**config.mk**
```make
export PLATFORM = sky130hd
export DESIGN_NAME = dl_boot_ctrl
export DESIGN_NICKNAME = d
export VERILOG_FILES = /design/src/rtl/dl_boot_ctrl.sv
export SDC_FILE = /design/constraint.sdc
export NUM_CORES = 1
export LEC_CHECK = 0
export CAP_MARGIN = 30
export CORE_ASPECT_RATIO = 0.6
export CORE_UTILIZATION = 52
export CTS_BUF_LIST = sky130_fd_sc_hd__clkbuf_8
export DETAILED_ROUTE_END_ITERATION = 8
export MAX_ROUTING_LAYER = met4
export PLACE_DENSITY = 0.93
export SYNTH_ARGS = -nofsm -noshare
export SYNTH_HDL_FRONTEND = slang
export SYNTH_SLANG_ARGS = --single-unit
```
**constraint.sdc**
```tcl
create_clock -name clk_sys -period 2.9 [get_ports clk_sys]
set_input_delay 0.29 -clock clk_sys [delete_from_list [all_inputs] [get_ports clk_sys]]
set_output_delay 0.29 -clock clk_sys [all_outputs]
set_load 0.01 [all_outputs]
```
**src/rtl/dl_boot_ctrl.sv**
```systemverilog
// ============================================================================
// dl_boot_ctrl
// ----------------------------------------------------------------------------
// Purpose:
//   Boot / download controller. The core is held in reset until every image
//   slot named in REQ_MASK has been downloaded. Once they are all present,
//   core_reset is stretched for RST_CYCLES clocks and then released. User
//   reset requests re-stretch the reset while the core is running. Download
//   writes are filtered by slot and address range, then forwarded one cycle
//   late on a registered write bus.
//
// Optional feature:
//   `define DL_CHECKSUM_EN adds output dl_sum, which is the modulo-256 sum of
//   the bytes forwarded during the current or most recent download.
//
// Parameters:
//   N_SLOTS    number of image slots (ioctl_index 0..N_SLOTS-1)
//   REQ_MASK   slots that must be loaded before the core may run
//   AW         width of the forwarded download address
//   RST_CYCLES minimum core_reset length in clk_sys cycles (1..65535)
//
// Ports:
//   clk_sys, reset_n           clock, async active-low reset
//   ioctl_*                    data_io download bus (input)
//   status_rst, button_rst     level reset requests, active high
//   core_reset                 active-high core reset
//   dl_we/dl_addr/dl_data/dl_slot  filtered, registered write bus
//   loaded                     per-slot loaded flags
//   dl_len                     byte count of the last completed download
//   led                        registered ~ioctl_download
//   dl_sum                     (DL_CHECKSUM_EN only) byte checksum
// ============================================================================
module dl_boot_ctrl #(
    parameter int N_SLOTS    = 2,
    parameter int REQ_MASK   = 1,
    parameter int AW         = 16,
    parameter int RST_CYCLES = 1024
) (
    input  logic               clk_sys,
    input  logic               reset_n,
    input  logic               ioctl_download,
    input  logic [7:0]         ioctl_index,
    input  logic               ioctl_wr,
    input  logic [24:0]        ioctl_addr,
    input  logic [7:0]         ioctl_dout,
    input  logic               status_rst,
    input  logic               button_rst,
    output logic               core_reset,
    output logic               dl_we,
    output logic [AW-1:0]      dl_addr,
    output logic [7:0]         dl_data,
    output logic [7:0]         dl_slot,
`ifdef DL_CHECKSUM_EN
    output logic [7:0]         dl_sum,
`endif
    output logic [N_SLOTS-1:0] loaded,
    output logic [AW:0]        dl_len,
    output logic               led
);

    typedef enum logic [1:0] {
        S_WAIT_ROM = 2'd0,
        S_DL       = 2'd1,
        S_STRETCH  = 2'd2,
        S_RUN      = 2'd3
    } state_t;

    localparam logic [N_SLOTS-1:0] MASK     = N_SLOTS'(REQ_MASK);
    localparam logic [15:0]        RST_LOAD = 16'(RST_CYCLES - 1);
    localparam logic [AW:0]        CNT_ONE  = {{AW{1'b0}}, 1'b1};

    // One-hot decode of a slot index; all zeros when the index is out of range.
    function automatic logic [N_SLOTS-1:0] slot_onehot(input logic [7:0] idx);
        logic [N_SLOTS-1:0] oh;
        for (int i = 0; i < N_SLOTS; i++) begin
            oh[i] = (idx == 8'(i));
        end
        return oh;
    endfunction

    state_t             r_state;
    logic               r_core_reset;
    logic [7:0]         r_slot;
    logic [AW:0]        r_cnt;
    logic [15:0]        r_rst_cnt;
    logic [N_SLOTS-1:0] r_loaded;
    logic [AW:0]        r_dl_len;
    logic               r_prev_run;
    logic               r_dl_d;
    logic               r_req_d;
    logic               r_led;
    logic               r_dl_we;
    logic [AW-1:0]      r_dl_addr;
    logic [7:0]         r_dl_data;
    logic [7:0]         r_dl_slot;

    logic               w_start;
    logic               w_end;
    logic               w_req;
    logic [N_SLOTS-1:0] w_slot_oh;
    logic [N_SLOTS-1:0] w_new_oh;
    logic               w_slot_in_mask;
    logic               w_new_in_mask;
    logic               w_addr_ok;
    logic               w_fwd;
    logic [N_SLOTS-1:0] w_loaded_nx;

    assign w_start        = ioctl_download & ~r_dl_d;
    assign w_end          = ~ioctl_download & r_dl_d;
    assign w_req          = status_rst | button_rst;
    assign w_slot_oh      = slot_onehot(r_slot);
    assign w_new_oh       = slot_onehot(ioctl_index);
    assign w_slot_in_mask = |(w_slot_oh & MASK);
    assign w_new_in_mask  = |(w_new_oh & MASK);
    assign w_addr_ok      = ((ioctl_addr >> AW) == 25'd0);
    // A write is forwarded only inside an active download to a valid slot.
    assign w_fwd          = ioctl_wr & (r_state == S_DL) & ~w_end & (|w_slot_oh) & w_addr_ok;
    // An empty download leaves the loaded flags untouched.
    assign w_loaded_nx    = r_loaded | ((r_cnt != '0) ? w_slot_oh : '0);

    // Boot FSM: state, core_reset, byte/stretch counters and download bookkeeping.
    always_ff @(posedge clk_sys or negedge reset_n) begin
        if (!reset_n) begin
            r_state      <= S_WAIT_ROM;
            r_core_reset <= 1'b1;
            r_slot       <= 8'd0;
            r_cnt        <= '0;
            r_rst_cnt    <= 16'd0;
            r_loaded     <= '0;
            r_dl_len     <= '0;
            r_prev_run   <= 1'b0;
            r_dl_d       <= 1'b0;
            r_req_d      <= 1'b0;
            r_led        <= 1'b1;
        end else begin
            r_dl_d  <= ioctl_download;
            r_req_d <= w_req;
            r_led   <= ~ioctl_download;
            // The byte count saturates at 2^AW (top bit set).
            if (w_fwd && !r_cnt[AW]) begin
                r_cnt <= r_cnt + CNT_ONE;
            end
            if (w_start) begin
                r_state    <= S_DL;
                r_cnt      <= '0;
                r_slot     <= ioctl_index;
                r_prev_run <= (r_state == S_RUN);
                // Only a required slot pulls the core into reset; an optional
                // slot reloaded while running keeps the core alive.
                if (w_new_in_mask) begin
                    r_core_reset <= 1'b1;
                end else begin
                    r_core_reset <= r_core_reset;
                end
            end else begin
                case (r_state)
                    S_WAIT_ROM: begin
                        r_core_reset <= 1'b1;
                    end
                    S_DL: begin
                        if (w_end) begin
                            if ((r_cnt != '0) && (|w_slot_oh)) begin
                                r_loaded <= w_loaded_nx;
                                r_dl_len <= r_cnt;
                            end
                            if (r_prev_run && !w_slot_in_mask) begin
                                r_state      <= S_RUN;
                                r_core_reset <= 1'b0;
                            end else if ((w_loaded_nx & MASK) == MASK) begin
                                r_state      <= S_STRETCH;
                                r_rst_cnt    <= RST_LOAD;
                                r_core_reset <= 1'b1;
                            end else begin
                                r_state      <= S_WAIT_ROM;
                                r_core_reset <= 1'b1;
                            end
                        end
                    end
                    S_STRETCH: begin
                        r_core_reset <= 1'b1;
                        // The cycle in which a request is first seen released
                        // also reloads, so RST_CYCLES full cycles follow it.
                        if (w_req || r_req_d) begin
                            r_rst_cnt <= RST_LOAD;
                        end else if (r_rst_cnt == 16'd0) begin
                            r_state      <= S_RUN;
                            r_core_reset <= 1'b0;
                        end else begin
                            r_rst_cnt <= r_rst_cnt - 16'd1;
                        end
                    end
                    S_RUN: begin
                        if (w_req) begin
                            r_state      <= S_STRETCH;
                            r_rst_cnt    <= RST_LOAD;
                            r_core_reset <= 1'b1;
                        end else begin
                            r_core_reset <= 1'b0;
                        end
                    end
                    default: begin
                        r_state      <= S_WAIT_ROM;
                        r_core_reset <= 1'b1;
                    end
                endcase
            end
        end
    end

    // Registered download write bus; fields hold their last value between writes.
    always_ff @(posedge clk_sys or negedge reset_n) begin
        if (!reset_n) begin
            r_dl_we   <= 1'b0;
            r_dl_addr <= '0;
            r_dl_data <= 8'd0;
            r_dl_slot <= 8'd0;
        end else begin
            r_dl_we <= w_fwd;
            if (w_fwd) begin
                r_dl_addr <= ioctl_addr[AW-1:0];
                r_dl_data <= ioctl_dout;
                r_dl_slot <= r_slot;
            end
        end
    end

`ifdef DL_CHECKSUM_EN
    logic [7:0] r_sum;

    // Running modulo-256 sum of forwarded bytes, restarted on each download.
    always_ff @(posedge clk_sys or negedge reset_n) begin
        if (!reset_n) begin
            r_sum <= 8'd0;
        end else if (w_start) begin
            r_sum <= 8'd0;
        end else if (w_fwd) begin
            r_sum <= r_sum + ioctl_dout;
        end
    end

    assign dl_sum = r_sum;
`endif

    assign core_reset = r_core_reset;
    assign dl_we      = r_dl_we;
    assign dl_addr    = r_dl_addr;
    assign dl_data    = r_dl_data;
    assign dl_slot    = r_dl_slot;
    assign loaded     = r_loaded;
    assign dl_len     = r_dl_len;
    assign led        = r_led;

endmodule

```
==> results.yml <==
cells_and_area:
  layout-drive-gt1-share: 0.193
  finish.utilization: 0.720
  fillers: 577
  insertedDiodeCount: 0
  layout.nets: 539
  area_growth_syn_to_layout_pct: 29.5
  multiInputGateArea_um2: 1860
  layout_common_cells: "clkdlybuf4s50_1, dfrtp_1, mux2_2"
  final_common_cell: "clkdlybuf4s50_1"
  seqCellArea_um2: 2500
flow_run:
  cap_violations: 0
place:
  io_buffer_count: 100
  gp_routability_congestion: 0.846
  dp_hpwl_mm: 7.19
  dpl_worst_slack_ns: 0.0840
detailed_routing:
  routed_wl_mm: 9.86
  drt.antenna.violating_nets: 0
  dr.pass1.iters: 4
  drcViolationCount: 0
  wire_per_inst_um: 16.5
  drt_iter0_drc: 149
  viasPerCell: 5.62
  vias: 3366
global_route:
  grt_start_max_net_pins: 54
  antenna_found_initial: 0
  grt_pass1_wl_mm: 15.9
  grt_util_all_layers: 0.238
  gr-total-overflow: 0
  first_global_vias: 3383
worst_setup_path:
  reg2reg_slack_ns: 0.56
  crit_required_ns: 3.15
  endpoint_kind: "register"
  critPathKind: "input port to register"
  worstPathMaxFanout: 29
  cp.arrival_ns: 2.72
  startpoint_type: "input port"
power:
  p_leak_nw: 2.53
  p_int_mw: 1.98
  max-vdd-ir-drop_mv: 0.352
  p_clk_frac: 0.327
  switching_share: 0.249
  power_frac_comb: 0.110
  p_sw_mw: 0.654
  p_per_area_nw_per_um2: 449
  seqPwrFrac: 0.563
clocking:
  numClockSinks: 100
  cts_tree: "yes"
  cts_made_buffers: 9
  cts.path.max_buffers: 2
  post_cts_buffers: 0
  cts.clk_slew.worst_paths_ns: 0.09
  clk_latency_ns: 0.37
  clock-root-buffer: "clkbuf_8"
  hold_buffers: 1
  cts-resized-gates: 0
  htreeDepth: 3
floorplanning:
  row_count: 25
  dieArea_um2: 9090
  die_w_um: 122
  die_h_um: 74.2
  ios: 101
  core_um2: 8130
  initial_core_util: 0.556
sta:
  final.setup.tns_ns: 0
  setup_viol: 0
  min_period_over_period: 0.851
  post-route-min-period_ns: 2.47
  rsz0062_at_grt: "no"
  fin_ws_ns: 0.433
  finClkSkew_ns: 0.00962
  hold_viol_final: 0
  worst_pin_slew_ns: 0.675
  slew_headroom: 0.546
  fmax_mhz: 405
  slew_violations: 0
  worst_hold_slack_ns: 0.415
worst_hold_path:
  hp-class: "input port to async pin"
outcome:
  outcome: "completed"
synthesis:
  postSynthCellCount: 379
  yosysWarnings: 0
  synthTopCellsByArea: "dfrtp_1, mux2_2, nor2_1, nor4_2, xnor2_1"
  synthFlopType: "dfrtp_1"
  synth_area_leader_cell: "dfrtp_1"
  syn_area_per_cell_um2: 11.9
  async_flop_share: 1.00
  synth-seq-cells: 100
  synth_top_area_frac: 0.542
  synth_cell_types: 60
  synth_edf_count: 0
  seq_area_frac_synth: 0.554
  syn_area_um2: 4520
  syn_nets: 432
## cell families (layout without fill, tap and decap cells)
| group | after synthesis | in the layout | synth area share |
|---|---|---|---|
| AO/OA/AOI/OAI | 54 | 54 | 0.0775 |
| flip-flops | 100 | 100 | 0.554 |
| XOR/XNOR | 15 | 15 | 0.0290 |
| multiplexers | 51 | 51 | 0.127 |
| adder cells (fa/ha/maj) | 6 | 6 | 0.0166 |
| AND/OR/NAND/NOR | 122 | 122 | 0.162 |
| buffers and inverters | 31 | 143 | 0.0349 |
## cells in the mapped netlist (all sizes together), types with 2 or more instances
cell / count
dfrtp: 98
or2: 3
mux2: 50
or3: 7
nor4: 17
a21oi: 17
ha: 6
nor2: 34
xor2: 5
a21o: 3
clkbuf: 5
o21ai: 7
a21boi: 3
a31oi: 9
nor4b: 4
and2: 7
nand3: 7
nor3b: 2
dfstp: 2
inv: 16
nand2: 16
o31ai: 3
nand2b: 3
xnor2: 10
a211o: 2
nor3: 8
buf: 10
nand4: 5
and4: 2
## metrics by stage
step           power, mW  area (µm²)  instances
2_1_floorplan       1.65        4520        379
3_3_place_gp        1.77        5630        581
3_5_place_dp        1.80        5650        582
4_1_cts             2.65        5860        599
5_1_grt             2.75        5860        599
6_report            2.63        5860        599
## metal layers
layer  vias to the layer above  track usage  routed length [µm]
met1                      1645        0.310                4530
met3                        14       0.0721                 802
met4                         0       0.0664                 140
met2                       136        0.363                4390
met5                         -            -                   0
li1                       1571            -                   -
## cell type report
class | count | area share
sequential | 100 | 0.428
multi-input combinational | 248 | 0.318
timing repair buffer | 111 | 0.188
tap | 108 | 0.0231
clock buffer | 9 | 0.0211
clock inverter | 7 | 0.0117
inverter | 16 | 0.0103
## worst paths after layout
| path | startpoint | endpoint | cells past startpoint |
|---|---|---|---|
| setup / recovery | ioctl_download | dl_addr[8] | 8 |
| hold / removal | reset_n | r_slot[4] | 2 |
| setup reg to reg | r_rst_cnt[0] | r_rst_cnt[12] | 7 |
| hold reg to reg | dl_slot[2] | dl_slot[2] | 1 |
| max in group asynchronous | reset_n | dl_addr[10] | 4 |
| min in group clk_sys | ioctl_download | r_dl_d | 1 |
## registers in the layout, indices dropped and copies added (netlist names), 8 cells and up
register,count
r_slot,8
dl_addr,16
r_cnt,17
dl_len,17
dl_slot,8
r_rst_cnt,16
dl_data,8
## power groups by stage
stage | Sequential [mW] | Combinational (mW) | Clock [mW]
final | 1.48 | 0.290 | 0.860
after global routing | 1.48 | 0.318 | 0.944
after CTS | 1.48 | 0.291 | 0.884
after detailed placement | 1.51 | 0.289 | 0
after global placement | 1.50 | 0.272 | 0
after floorplan | 1.49 | 0.165 | 0
## worst max-delay path, stage by stage
cell and delay [ns]:
clkdlybuf4s50_1 0.52, inv_1 0.08, ha_1 0.26, nor4_2 0.35, nand4_1 0.15, or2_2 0.45
buf_4 0.30, mux2_2 0.31
(Power assumes the default switching activity.)
